## src/rtl/pipeline_ctrl.sv

```systemverilog
// pipeline_ctrl: hazard/sequencing controller for the FD/DE/EM/MW latches.
// Decides per cycle whether each latch loads, holds or takes a bubble,
// drains the pipe on halt and keeps saturating stall/flush debug counters.
module pipeline_ctrl #(
   parameter int CNT_W = 16
) (
   input  logic             CLK,
   input  logic             RST,
   input  logic             ihit,
   input  logic             dhit,
   input  logic [4:0]       fd_rs,
   input  logic [4:0]       fd_rt,
   input  logic             fd_uses_rt,
   input  logic             de_dcuREN,
   input  logic [4:0]       de_rt,
   input  logic             de_halt,
   input  logic             em_mem_req,
   input  logic             em_taken,
   input  logic             mw_halt,
   output logic             pc_en,
   output logic             fd_en,
   output logic             de_en,
   output logic             em_en,
   output logic             mw_en,
   output logic             fd_flush,
   output logic             de_flush,
   output logic             em_flush,
   output logic             mw_flush,
   output logic             halted,
   output logic [CNT_W-1:0] stall_cnt,
   output logic [CNT_W-1:0] flush_cnt
);

   typedef enum logic [1:0] {RUN, DRAIN, HALTED} state_e;

   state_e           state_q, state_d;
   logic [CNT_W-1:0] stall_cnt_q, stall_cnt_d;
   logic [CNT_W-1:0] flush_cnt_q, flush_cnt_d;
   logic             dmem_wait, load_use;

   localparam logic [CNT_W-1:0] CNT_ONE = {{(CNT_W-1){1'b0}}, 1'b1};

   // A load in DE whose nonzero destination feeds the instruction in FD
   assign dmem_wait = em_mem_req & ~dhit;
   assign load_use  = de_dcuREN & (de_rt != 5'd0) &
                      ((de_rt == fd_rs) | (fd_uses_rt & (de_rt == fd_rt)));

   assign stall_cnt = stall_cnt_q;
   assign flush_cnt = flush_cnt_q;

   // Latch/PC controls: priority-resolved hazards, reset forces bubbles everywhere
   always_comb begin
      pc_en    = 1'b0;
      fd_en    = 1'b0;
      de_en    = 1'b0;
      em_en    = 1'b0;
      mw_en    = 1'b0;
      fd_flush = 1'b0;
      de_flush = 1'b0;
      em_flush = 1'b0;
      mw_flush = 1'b0;
      halted   = 1'b0;
      if (RST) begin
         fd_flush = 1'b1;
         de_flush = 1'b1;
         em_flush = 1'b1;
         mw_flush = 1'b1;
      end else begin
         case (state_q)
            RUN: begin
               if (dmem_wait) begin
                  // Memory op stuck in EM: everything upstream holds, MW gets a bubble
                  mw_flush = 1'b1;
               end else if (em_taken) begin
                  // Redirect squashes the three younger stages, even a pending fetch
                  pc_en    = 1'b1;
                  fd_flush = 1'b1;
                  de_flush = 1'b1;
                  em_flush = 1'b1;
                  mw_en    = 1'b1;
               end else if (load_use) begin
                  de_flush = 1'b1;
                  em_en    = 1'b1;
                  mw_en    = 1'b1;
               end else if (!ihit) begin
                  fd_flush = 1'b1;
                  de_en    = 1'b1;
                  em_en    = 1'b1;
                  mw_en    = 1'b1;
               end else begin
                  pc_en = 1'b1;
                  fd_en = 1'b1;
                  de_en = 1'b1;
                  em_en = 1'b1;
                  mw_en = 1'b1;
               end
            end
            DRAIN: begin
               // Only the instructions older than the halt keep moving
               if (dmem_wait) begin
                  mw_flush = 1'b1;
               end else begin
                  fd_flush = 1'b1;
                  de_flush = 1'b1;
                  em_en    = 1'b1;
                  mw_en    = 1'b1;
               end
            end
            HALTED: halted = 1'b1;
            default: ;
         endcase
      end
   end

   // Next state and saturating counters; counters only move while in RUN
   always_comb begin
      state_d     = state_q;
      stall_cnt_d = stall_cnt_q;
      flush_cnt_d = flush_cnt_q;
      case (state_q)
         RUN: begin
            if (de_halt & ~dmem_wait & ~em_taken) state_d = DRAIN;
            if (!pc_en && stall_cnt_q != '1) stall_cnt_d = stall_cnt_q + CNT_ONE;
            if (!dmem_wait && em_taken && flush_cnt_q != '1)
               flush_cnt_d = flush_cnt_q + CNT_ONE;
         end
         DRAIN:   if (mw_halt) state_d = HALTED;
         HALTED:  state_d = HALTED;
         default: state_d = RUN;
      endcase
   end

   // State and counter registers with synchronous reset
   always_ff @(posedge CLK) begin
      if (RST) begin
         state_q     <= RUN;
         stall_cnt_q <= '0;
         flush_cnt_q <= '0;
      end else begin
         state_q     <= state_d;
         stall_cnt_q <= stall_cnt_d;
         flush_cnt_q <= flush_cnt_d;
      end
   end

endmodule

```

## config.mk

```make
export PLATFORM = sky130hd
export DESIGN_NAME = pipeline_ctrl
export DESIGN_NICKNAME = d
export VERILOG_FILES = /design/src/rtl/pipeline_ctrl.sv
export SDC_FILE = /design/constraint.sdc
export NUM_CORES = 1
export LEC_CHECK = 0
export CORE_UTILIZATION = 48
export DETAILED_ROUTE_END_ITERATION = 12
export PLACE_DENSITY_LB_ADDON = 0.2
export SYNTH_ARGS = -nofsm -noshare
export SYNTH_HDL_FRONTEND = slang
export SYNTH_SLANG_ARGS = --single-unit
```

## constraint.sdc

```tcl
create_clock -name CLK -period 6.2 [get_ports CLK]
set_input_delay 1.24 -clock CLK [delete_from_list [all_inputs] [get_ports CLK]]
set_output_delay 1.24 -clock CLK [all_outputs]
set_load 0.005 [all_outputs]
```

# --- Word-level counts from Yosys, hierarchy flattened ---
# Cells that the tools add are included.
totals:
  elab_cells: 79
  ram_bits: 0
  rom_bits: 0
  reg_bits: 34
  latch_bits: 0
  input_bits: 25
  n_memories: 0
op_classes:
  bitwise_logic: 10
  reduce_logical: 11
  shift: 0
  n_eq_ne: 8
  n_addsub: 2
  order_cmp: 0
  n_mul: 0
  mux: 45
  div_mod_pow: 0
op_table:
  columns: ["cell", "count"]
  rows:
  - ["$mux W1", 39]
  - ["$add A16 B1 Y16 const B", 2]
  - ["$ne A16 B16 Y1 const B", 2]
  - ["$eq A5 B5 Y1", 2]
  - ["$and A1 B1 Y1", 6]
  - ["$pmux W1 S2", 3]
  - ["$pmux W2 S3", 1]
  - ["$reduce_and A2 Y1", 3]
  - ["$reduce_bool A5 Y1", 1]
  - ["$mux W2", 2]
  - ["$ne A2 B2 Y1 const B", 2]
  - ["$logic_and A1 B1 Y1", 3]
  - ["$not A1 Y1", 3]
  - ["$eq A2 B1 Y1 const B", 1]
  - ["$eq A2 B2 Y1 const B", 1]
  - ["$logic_not A1 Y1", 2]
  - ["$logic_not A2 Y1", 1]
  - ["$reduce_or A2 Y1", 1]
  - ["$or A1 B1 Y1", 1]

# --- Depth between registers and ports, before layout ---
# Gate-level depths: netlist of the first run.
logic_depth:
  word_depth: 12
  depth_mapped: 11
  mapped_depth_nobuf: 8

# --- Least setup slack after synthesis of the first run ---
# Ideal clock, no wire load.
synth_timing:
  path_kind: "input to output"
  start: "input port de_rt[1]"
  end: "output port fd_en"
  stages: 5
  required_time_ps: 4960
  t_arrival_ps: 2358
  path_buffers: 0
  setup_slack_ps: 2602
  path_cell_list: "or4_1 -> o21ai_1 -> nor2_1 -> nor3_1 -> and2_1"
synth_via:
  elab_chain_cells: 9
  elab_cells_between_ends: 12
synth_lines:
  columns: ["element", "line_no", "rtl"]
  rows:
  - ["start: declaration", "15", "input logic [4:0] de_rt,"]
  - ["$eq A5 B5 Y1", "46", "((de_rt == fd_rs) | (fd_uses_rt & (de_rt == fd_rt)));"]
  - ["$and A1 B1 Y1", "46", null]
  - ["$or A1 B1 Y1", "46", null]
  - ["$and A1 B1 Y1 *", "45", "assign load_use = de_dcuREN & (de_rt != 5'd0) &"]
  - ["$mux W1 *", "81", "end else if (load_use) begin"]
  - ["$mux W1 *", "74", "end else if (em_taken) begin"]
  - ["$mux W1 *", "71", "if (dmem_wait) begin"]
  - ["$mux W1 *", "69", "case (state_q)"]
  - ["$mux W1 *", "63", "if (RST) begin"]
  - ["end: declaration", "21", "output logic fd_en,"]
# Mark *: on every way between the ends. The rest lies on a longest branch, timed or not.

# --- Final worst setup path of the first run ---
layout_timing:
  start: "input port de_rt[1]"
  end: "output port fd_flush"
layout_via:
  elab_chain_cells: 9
  elab_cells_between_ends: 12
layout_lines:
  columns: ["element", "line_no", "rtl"]
  rows:
  - ["$eq A5 B5 Y1", "46", null]
  - ["$and A1 B1 Y1", "46", null]
  - ["$or A1 B1 Y1", "46", null]
  - ["$and A1 B1 Y1 *", "45", null]
  - ["$mux W1 *", "81", null]
  - ["$mux W1 *", "74", null]
  - ["$mux W1 *", "71", null]
  - ["$pmux W1 S2 *", "69", null]
  - ["$mux W1 *", "63", null]
  - ["end: declaration", "25", "output logic fd_flush,"]
# Marked as above.

==> implementation parameters, run 1 <==
Parameter                              Value

Layout
  Synth-to-Final Area Change    39.9%
  Final core utilization    0.714
  Leading cell type in the layout, fill and taps excluded    clkdlybuf4s50_1
  Number of fill cells    305
  Most used cells in the layout excluding fill and tap cells    clkdlybuf4s50_1, dfxtp_1, nor2_1
  Fraction of layout instances using a drive strength above 1    0.0468
  Count of antenna diodes in the layout    0
  Number of nets in the layout    328
  Post-route design area    0.00265 mm²

Critical path
  Endpoint type of the worst setup path    primary output
  Setup crit start kind    primary input
  CP endpoint    fd_flush
  Crit path max fanout    3
  Worst reg2reg startpoint    state_q[0]$_SDFFE_PP0P_
  R2R Path End    flush_cnt[15]$_SDFFE_PP0P_
  Worst r2r path cells    8
  Arr. time, crit path    3.40 ns
  Crit Path Class    in -> out
  FF-to-FF setup slack    3.99 ns
  Data required, critical path    4.96 ns
  CP startpoint    de_rt[1]

Route
  DRC errors left    0
  Average routed wire per standard cell    12.3 µm
  Iter 0 DRT Violations    116
  Met2 routed wirelength    1990 µm
  Routed via count divided by cell count    5.38
  Met3 wire length    318 µm
  Wire length on met1    1890 µm
  Highest metal layer with signal wires    met4
  Total wire length after detailed routing    4260 µm
  Number of antenna-violating nets in the routed design    0
  Number of vias in the routed layout    1866
  Pre-antenna DRT Iters    4

Floorplan
  Area inside the core boundary    0.00372 mm²
  Placement Rows    22
  Starting utilization of the core area    0.510
  Number of ports placed on the die boundary    67
  Die area    0.00420 mm²
  Die height    64.8 µm
  Width of the die    64.8 µm

Place
  Number of port buffers    66
  Standard cell area after detailed placement    0.00256 mm²
  Half-perimeter wire length after placement    3150 µm
  Minimum setup slack after placement    1.58 ns
  GP Congestion    0.733

Synth
  Number of register bits inferred by synthesis    34
  Number of cells produced by synthesis    232
  Library cells used by synthesis    38
  Number of warnings printed during yosys synthesis    0
  Area of the mapped netlist    0.00190 mm²
  Sequential area share after synthesis    0.359
  Post-synth net total    262
  Post-synth EDFFs    0
  Synth Flop Type    dfxtp_1
  Fraction of registers with async set/reset    0
  Average footprint of a synthesized cell    8.17 µm²

Timing
  Sum of negative setup slack    0 ns
  Pin slew with the least headroom to its limit    0.398 ns
  Setup-violating endpoint count in the final report    0
  Final-report max-slew violation count    0
  Setup ws final    1.56 ns
  Period Utilization, post-route    0.748
  Normalized max-slew margin    0.731
  Final Skew    0.00408 ns
  Min cycle time layout    4.64 ns
  Max frequency    216 MHz
  Final-report hold violation count    0
  Setup repair after global routing missed its margin    no

Power
  Power density of the placed cells    183 mW/mm²
  Net Sw Frac    0.253
  Relative contribution of combinational cells to total power    0.186
  Power share of the sequential group    0.474
  Overall power    0.000486 W
  Leakage power of the design    0.914 nW
  Internal cell power    0.000363 W
  Net switching power figure    0.000123 W
  Portion of total power attributed to the clock network    0.340
  Peak supply drop    108 µV

Global route
  Wire length of the first global-routing pass    7470 µm
  Vias in the first global route    1801
  All-Layer GR Usage    0.225
  Pin count of the biggest net entering global routing    39
  Aggregate global routing overflow    0
  Antenna violations before repair    0

CTS
  Post-CTS Setup Repair Bufs    0
  Worst skew pair latency    0.28 ns
  Cts bufs inserted    5
  Clock-pin slew reported for the worst setup and hold paths after clock tree synthesis    0.07 ns
  Count of H-tree levels built during CTS    2
  CTS Root Cell    clkbuf_8
  Clock sink count    34
  Number of gates resized after cts    0
  Quantity of hold-fixing buffers added after cts    0
  Clock tree from TritonCTS    built
  CTS max path bufs    2

Job
  Number of max-cap violations    0

Hold path
  Worst min-delay path category    reg -> reg

Status
  Run status    finished, final reports clean
[how the worst min path moves through the flow]
stage                                      endpoint  slack, ns  cells after the start                       from
after global placement    flush_cnt[1]$_SDFFE_PP0P_       0.48                      2  flush_cnt[1]$_SDFFE_PP0P_
after detailed placement  flush_cnt[1]$_SDFFE_PP0P_       0.50                      2  flush_cnt[1]$_SDFFE_PP0P_
final                     flush_cnt[1]$_SDFFE_PP0P_       0.50                      2  flush_cnt[1]$_SDFFE_PP0P_
after CTS                 flush_cnt[1]$_SDFFE_PP0P_       0.50                      2  flush_cnt[1]$_SDFFE_PP0P_
after global routing      flush_cnt[1]$_SDFFE_PP0P_       0.53                      2  flush_cnt[1]$_SDFFE_PP0P_
after floorplan           stall_cnt[6]$_SDFFE_PP0P_       0.48                      2  stall_cnt[6]$_SDFFE_PP0P_
[power groups by stage]
stage                     sequential [W]  combinational, W  clock (W)
after global routing            0.000231          0.000101   0.000180
after global placement          0.000235         0.0000881          0
after CTS                       0.000231         0.0000908   0.000169
final                           0.000231         0.0000904   0.000165
after floorplan                 0.000235         0.0000511          0
after detailed placement        0.000236         0.0000902          0
[registers in the layout (all words and copies together), names as in the netlist]
signal	flops
flush_cnt	16
stall_cnt	16
state_q	2
[Yosys cell counts, types with 4 or more instances]
cell type / count / area (µm²)
xor2_1: 19 / 166
nor2_1: 32 / 120
dfxtp_1: 34 / 681
ha_1: 5 / 62.6
nand3_1: 14 / 70.1
o31ai_1: 4 / 30.0
or3_1: 8 / 50.1
a21oi_1: 18 / 90.1
o21ai_0: 13 / 65.1
xnor2_1: 6 / 52.6
nand2_1: 17 / 63.8
nand4_1: 8 / 50.1
nor2b_1: 4 / 25.0
nor3_1: 5 / 25.0
or4_1: 5 / 37.5
inv_1: 6 / 22.5
[worst max-delay path, stage by stage]
cell and delay, ns:
clkdlybuf4s50_1 0.46, or4_1 0.55, o21ai_1 0.17, nor2_1 0.09
o311ai_0 0.31, clkdlybuf4s50_1 0.57
[metrics by stage]
| stage | hold WS [ns] | cells |
|---|---|---|
| finish | 0.499 | 347 |
| global route | 0.530 | 347 |
| CTS | 0.505 | 347 |
| detailed placement | 0.495 | 339 |
| global placement | 0.485 | 339 |
| floorplan | 0.481 | 232 |
[routing by layer]
| metal | GRT usage | vias up |
|---|---|---|
| li1 | - | 954 |
| met1 | 0.270 | 835 |
| met4 | 0.0806 | 0 |
| met2 | 0.374 | 71 |
| met3 | 0.0704 | 6 |
| met5 | 0 | - |
[kinds of logic (layout without fill, tap and decap cells)]
kind of cell,Yosys count,after routing,share of synthesized area
adder cells (fa/ha/maj),5,5,0.0330
multiplexers,1,1,0.00528
XOR/XNOR,25,25,0.116
AO/OA/AOI/OAI,44,44,0.136
buffers and inverters,14,81,0.0449
flip-flops,34,34,0.359
AND/OR/NAND/NOR,109,109,0.306
[layout make-up]
type | count | area [µm²] | area share
Inverter | 6 | 22.5 | 0.00849
Timing Repair Buffer | 67 | 668 | 0.252
Clock buffer | 7 | 86.3 | 0.0325
Tap cell | 48 | 60.1 | 0.0226
Clock inverter | 1 | 5.00 | 0.00189
Sequential cell | 34 | 681 | 0.257
Multi-Input combinational cell | 184 | 1130 | 0.426
Power figures use the tool's default switching activity.
==> inputs of run 2 (changes only) <==
--- a/config.mk
+++ b/config.mk
@@ -5,7 +5,7 @@
 export SDC_FILE = /design/constraint.sdc
 export NUM_CORES = 1
 export LEC_CHECK = 0
-export CORE_UTILIZATION = 48
+export CORE_UTILIZATION = 41
 export DETAILED_ROUTE_END_ITERATION = 12
 export PLACE_DENSITY_LB_ADDON = 0.2
 export SYNTH_ARGS = -nofsm -noshare
==> constraint.sdc (replaced) <==
create_clock -name CLK -period 4.2 [get_ports CLK]
set_input_delay 0.84 -clock CLK [delete_from_list [all_inputs] [get_ports CLK]]
set_output_delay 0.84 -clock CLK [all_outputs]
set_load 0.005 [all_outputs]
==> run 2 against run 1 <==
Against the previous run:
- first-iteration DRC count decreased by 25%
- combinational power increased by 46%
- sequential cell count unchanged
- via count shrank 0.32%
- sequential power grew 48%
- final cell count rose by 1.4%
- critical path depth increased by 1
- die area grew 17%
==> implementation parameters, run 2 (synthesis gave the netlist of run 1 again) <==
Parameter                              Value

CTS
  Count of H-tree levels built during CTS    2 (unchanged)
  Clock-pin slew reported for the worst setup and hold paths after clock tree synthesis    0.07 ns (about the same)
  CTS Root Cell    clkbuf_8
  Clock tree from TritonCTS    built
  Clock sink count    34 (unchanged)
  Quantity of hold-fixing buffers added after cts    0 (unchanged)
  Worst skew pair latency    0.28 ns (about the same)
  Post-CTS Setup Repair Bufs    0 (unchanged)
  Number of gates resized after cts    0 (unchanged)
  Cts bufs inserted    5 (unchanged)
  CTS max path bufs    2 (unchanged)

Critical path
  Arr. time, crit path    2.96 ns (-0.44 ns)
  R2R Path End    stall_cnt[1]$_SDFFE_PP0P_
  Data required, critical path    3.36 ns (-1.60 ns)
  Crit path max fanout    3 (unchanged)
  Cells along the critical path    clkdlybuf4s50_1 -> or4_1 -> o21ai_1 -> nor2_1 -> nor3_1 -> and2_1 -> clkdlybuf4s50_1
  Crit path max-delay family    simple AND/OR/NAND/NOR gates
  Total buffers and inverters traversed by the critical path    2 (unchanged)
  FF-to-FF setup slack    2.00 ns (-1.99 ns)
  Setup crit start kind    primary input
  Crit Path Class    in -> out
  Worst reg2reg startpoint    stall_cnt[0]$_SDFFE_PP0P_
  Slowest CP cell    or4_1
  CP most frequent cell    clkdlybuf4s50_1
  CP max stage delay    0.53 ns (-0.04 ns)
  Worst r2r path cells    8 (unchanged)
  Endpoint type of the worst setup path    primary output

Timing
  Setup-violating endpoint count in the final report    0 (unchanged)
  Final-report max-slew violation count    0 (unchanged)
  Final-report hold violation count    0 (unchanged)
  Min cycle time layout    3.80 ns
  Max frequency    263 MHz
  Setup repair after global routing missed its margin    no
  Final Skew    0.00446 ns (+0.000382 ns)
  Normalized max-slew margin    0.736 (+0.00426)
  Period Utilization, post-route    0.904
  Pin slew with the least headroom to its limit    0.391 ns (-0.00630 ns)
  Sum of negative setup slack    0 ns (unchanged)

Layout
  Count of antenna diodes in the layout    0 (unchanged)
  Most used cells in the layout excluding fill and tap cells    clkdlybuf4s50_1, dfxtp_1, nor2_1
  Final non-filler cell total    352 (+1.4%)
  Fraction of layout instances using a drive strength above 1    0.0467 (-0.000156)
  Leading cell type in the layout, fill and taps excluded    clkdlybuf4s50_1
  Number of fill cells    414 (+36%)
  Number of nets in the layout    329 (+0.30%)
  Synth-to-Final Area Change    41.4%

Floorplan
  Width of the die    70.0 µm (+8.0%)
  Number of ports placed on the die boundary    67 (unchanged)
  Die area    0.00490 mm² (+17%)
  Area inside the core boundary    0.00438 mm² (+18%)
  Placement Rows    24 (+9.1%)
  Starting utilization of the core area    0.432 (-0.0777)
  Die height    70.0 µm (+8.0%)

Job
  Number of max-cap violations    0 (unchanged)

Place
  Half-perimeter wire length after placement    3200 µm (+1.6%)
  GP Congestion    0.767 (+4.6%)
  Placed Instances    344 (+1.5%)
  Number of port buffers    66 (unchanged)

Power
  Peak supply drop    146 µV (+36%)
  Power density of the placed cells    287 mW/mm² (+57%)
  Leakage power of the design    0.923 nW (+0.99%)

Route
  Iter 0 DRT Violations    87 (-25%)
  Total wire length after detailed routing    4140 µm (-2.8%)
  Routed via count divided by cell count    5.28 (-1.7%)
  Pre-antenna DRT Iters    4 (unchanged)
  Number of antenna-violating nets in the routed design    0 (unchanged)
  Average routed wire per standard cell    11.8 µm (-4.2%)
  Number of vias in the routed layout    1860 (-0.32%)
  DRC errors left    0 (unchanged)

Global route
  Vias in the first global route    1657 (-8.0%)
  Aggregate global routing overflow    0 (unchanged)
  Pin count of the biggest net entering global routing    27 (-31%)
  Antenna violations before repair    0 (unchanged)
  Wire length of the first global-routing pass    7100 µm (-4.9%)
  All-Layer GR Usage    0.176 (-0.0492)

Status
  Run status    finished, final reports clean

Hold path
  Worst min-delay path category    reg -> reg
  Beginning of the worst hold path    flush_cnt[1]$_SDFFE_PP0P_
  Hold Path Depth    2 (unchanged)
  Sink of the worst hold path    flush_cnt[1]$_SDFFE_PP0P_
==> run 2: cell count changes in the layout (fill, tap and decap cells not counted), sizes merged <==
cell,delta
buf,+1
bufinv,+1
clkinv,-1
==> run 2: cell type report <==
class | instances | area [µm²] | area share
multi-input cells | 184 | 1130 | 0.422
flip-flops and latches | 34 | 681 | 0.254
inverters | 6 | 22.5 | 0.00840
well taps | 52 | 65.1 | 0.0243
clock buffers | 7 | 76.3 | 0.0285
clock inverters | 1 | 30.0 | 0.0112
repair buffers | 68 | 676 | 0.252
==> run 2: stage by stage <==
| stage | power, W | utilization | cell area, µm² | setup WS [ns] | hold WS (ns) |
|---|---|---|---|---|---|
| after floorplan | 0.000423 | - | 1900 | 1.40 | 0.481 |
| after global placement | 0.000481 | 0.587 | 2570 | 0.416 | 0.486 |
| after detailed placement | 0.000483 | 0.587 | 2570 | 0.382 | 0.492 |
| after CTS | 0.000776 | 0.611 | 2680 | 0.381 | 0.502 |
| after global routing | 0.000805 | 0.611 | 2680 | 0.192 | 0.532 |
| final | 0.000769 | 0.611 | 2680 | 0.404 | 0.497 |
==> run 2: worst max path at each step <==
stage | start | slack [ns] | cells past startpoint | to
6_report | de_rt[1] | 0.40 | 7 | fd_en
2_1_floorplan | de_rt[1] | 1.40 | 5 | fd_en
5_1_grt | de_rt[1] | 0.19 | 6 | fd_flush
4_1_cts | de_rt[1] | 0.38 | 7 | fd_en
3_5_place_dp | de_rt[1] | 0.38 | 6 | fd_flush
3_3_place_gp | de_rt[1] | 0.42 | 7 | fd_en
==> run 2: worst reg2reg max path: cells and delay by family (launching register included) <==
family,cells,cell delay [ns]
fa+ha+maj,1,0.22
simple gates,5,1.06
flops,1,0.40
mux,1,0.21
compound gates,1,0.19
==> run 2: power breakdown <==
| group | internal [W] | switching [W] |
|---|---|---|
| Clock | 0.000178 | 0.000118 |
| Combinational | 0.0000729 | 0.0000593 |
| Sequential | 0.000331 | 0.00000994 |
==> run 2: layer usage <==
metal	global-route usage	vias to the layer above	routed length, µm
li1	-	958	-
met1	0.211	838	1890
met2	0.294	60	1930
met3	0.0620	4	296
met4	0.0533	0	26
met5	0	-	0
==> inputs of run 3 (changes only) <==
--- a/config.mk
+++ b/config.mk
@@ -5,7 +5,7 @@
 export SDC_FILE = /design/constraint.sdc
 export NUM_CORES = 1
 export LEC_CHECK = 0
-export CORE_UTILIZATION = 41
+export CORE_UTILIZATION = 48
 export DETAILED_ROUTE_END_ITERATION = 12
 export PLACE_DENSITY_LB_ADDON = 0.2
 export SYNTH_ARGS = -nofsm -noshare
==> constraint.sdc (replaced) <==
create_clock -name CLK -period 4.8 [get_ports CLK]
set_input_delay 0.96 -clock CLK [delete_from_list [all_inputs] [get_ports CLK]]
set_output_delay 0.96 -clock CLK [all_outputs]
set_load 0.005 [all_outputs]
==> run 3 against run 2 <==
Against the previous run:
- die area decreased by 14%
- register-to-register slack improved by 0.60 ns
- sequential cell count unchanged
- critical endpoint is now fd_flush
==> implementation parameters, run 3 (synthesis gave the netlist of run 1 again) <==
Parameter                              Value

Layout
  Number of nets in the layout    328 (-0.30%)
  Synth-to-Final Area Change    39.9%
  Final core utilization    0.714 (+0.103)
  Most used cells in the layout excluding fill and tap cells    clkdlybuf4s50_1, dfxtp_1, nor2_1
  Fraction of layout instances using a drive strength above 1    0.0468 (+0.000156)
  Count of antenna diodes in the layout    0 (unchanged)
  Post-route design area    0.00265 mm² (-1.0%)
  Leading cell type in the layout, fill and taps excluded    clkdlybuf4s50_1

Timing
  Final Skew    0.00277 ns (-0.00169 ns)
  Max frequency    247 MHz
  Setup repair after global routing missed its margin    no
  Period Utilization, post-route    0.843
  Setup-violating endpoint count in the final report    0 (unchanged)
  Normalized max-slew margin    0.721 (-0.0147)
  Pin slew with the least headroom to its limit    0.413 ns (+0.0217 ns)
  Sum of negative setup slack    0 ns (unchanged)
  Final-report max-slew violation count    0 (unchanged)
  Min cycle time layout    4.05 ns
  Final-report hold violation count    0 (unchanged)

Power
  Peak supply drop    112 µV (-24%)
  Power density of the placed cells    236 mW/mm² (-18%)
  Net Sw Frac    0.251 (+0.00804)
  Internal cell power    0.000469 W (-19%)
  Relative contribution of combinational cells to total power    0.184 (+0.012)
  Leakage power of the design    0.914 nW (-0.98%)
  Net switching power figure    0.000157 W (-16%)
  Portion of total power attributed to the clock network    0.340 (-0.044)
  Power share of the sequential group    0.476 (+0.032)

Hold path
  Hold Path Depth    2 (unchanged)
  Beginning of the worst hold path    flush_cnt[1]$_SDFFE_PP0P_
  Sink of the worst hold path    flush_cnt[1]$_SDFFE_PP0P_
  Worst min-delay path category    reg -> reg

Critical path
  Arr. time, crit path    3.09 ns (+0.13 ns)
  Endpoint type of the worst setup path    primary output
  Data required, critical path    3.84 ns (+0.48 ns)
  Crit Path Class    in -> out
  Worst r2r path cells    8 (unchanged)
  Worst reg2reg startpoint    stall_cnt[0]$_SDFFE_PP0P_
  Setup crit start kind    primary input
  FF-to-FF setup slack    2.60 ns (+0.60 ns)
  Crit path max fanout    3 (unchanged)
  R2R Path End    stall_cnt[1]$_SDFFE_PP0P_

Route
  Total wire length after detailed routing    4250 µm (+2.6%)
  Routed via count divided by cell count    5.39 (+2.0%)
  Number of antenna-violating nets in the routed design    0 (unchanged)
  DRC errors left    0 (unchanged)
  Average routed wire per standard cell    12.2 µm (+4.1%)
  Iter 0 DRT Violations    135 (+55%)
  Pre-antenna DRT Iters    4 (unchanged)
  Number of vias in the routed layout    1871 (+0.59%)

Global route
  Antenna violations before repair    0 (unchanged)
  All-Layer GR Usage    0.222 (+0.0460)
  Aggregate global routing overflow    0 (unchanged)
  Wire length of the first global-routing pass    7360 µm (+3.6%)
  Pin count of the biggest net entering global routing    38 (+41%)
  Vias in the first global route    1769 (+6.8%)

CTS
  Cts bufs inserted    5 (unchanged)
  CTS Root Cell    clkbuf_8
  Clock sink count    34 (unchanged)
  Post-CTS Setup Repair Bufs    0 (unchanged)
  Clock-pin slew reported for the worst setup and hold paths after clock tree synthesis    0.07 ns (about the same)
  CTS max path bufs    2 (unchanged)
  Quantity of hold-fixing buffers added after cts    0 (unchanged)
  Count of H-tree levels built during CTS    2 (unchanged)
  Worst skew pair latency    0.28 ns (about the same)
  Clock tree from TritonCTS    built
  Number of gates resized after cts    0 (unchanged)

Place
  GP Congestion    0.734 (-4.3%)
  Number of port buffers    66 (unchanged)
  Standard cell area after detailed placement    0.00256 mm² (-0.49%)
  Half-perimeter wire length after placement    3110 µm (-2.8%)

Floorplan
  Area inside the core boundary    0.00372 mm² (-15%)
  Die height    64.8 µm (-7.4%)
  Placement Rows    22 (-8.3%)
  Number of ports placed on the die boundary    67 (unchanged)
  Die area    0.00420 mm² (-14%)
  Width of the die    64.8 µm (-7.4%)
  Starting utilization of the core area    0.510 (+0.0777)

Job
  Number of max-cap violations    0 (unchanged)

Status
  Run status    finished, final reports clean
==> run 3: how the worst max path moves through the flow <==
stage	from	to
global route	de_rt[1]	fd_flush
floorplan	de_rt[1]	fd_en
detailed placement	de_rt[1]	fd_flush
finish	de_rt[1]	fd_flush
CTS	de_rt[1]	fd_flush
global placement	de_rt[1]	fd_flush
==> run 3: through the flow <==
step / worst slack [ns] / instances / hold slack (ns) / total power, W
2_1_floorplan: 1.76 / 232 / 0.481 / 0.000370
3_3_place_gp: 0.781 / 339 / 0.484 / 0.000418
5_1_grt: 0.587 / 347 / 0.523 / 0.000658
6_report: 0.755 / 347 / 0.503 / 0.000626
4_1_cts: 0.731 / 347 / 0.504 / 0.000631
3_5_place_dp: 0.758 / 339 / 0.494 / 0.000420
==> run 3: layer usage <==
| layer | vias up | share of wire | track usage |
|---|---|---|---|
| li1 | 957 | - | - |
| met1 | 842 | 0.45 | 0.265 |
| met2 | 67 | 0.47 | 0.368 |
| met3 | 5 | 0.072 | 0.0687 |
| met4 | 0 | 0.013 | 0.0833 |
| met5 | - | 0 | 0 |
==> run 3: final cells by class <==
type,instances,area (µm²)
multi-input combinational,184,1130
timing repair buffer,67,668
fill,317,1060
inverter,6,22.5
clock inverter,1,5.00
tap,48,60.1
clock buffer,7,86.3
sequential,34,681
==> run 3: critical path, stage by stage <==
cell and delay, ns:
clkdlybuf4s50_1 0.46, or4_1 0.55, o21ai_1 0.17, nor2_1 0.09, o311ai_0 0.29, clkdlybuf4s50_1 0.57
==> run 3: power by group through the flow <==
stage	sequential, W	combinational, W	clock [W]
2_1_floorplan	0.000304	0.0000660	0
3_3_place_gp	0.000304	0.000114	0
3_5_place_dp	0.000304	0.000116	0
4_1_cts	0.000298	0.000116	0.000217
5_1_grt	0.000299	0.000129	0.000229
6_report	0.000298	0.000115	0.000213
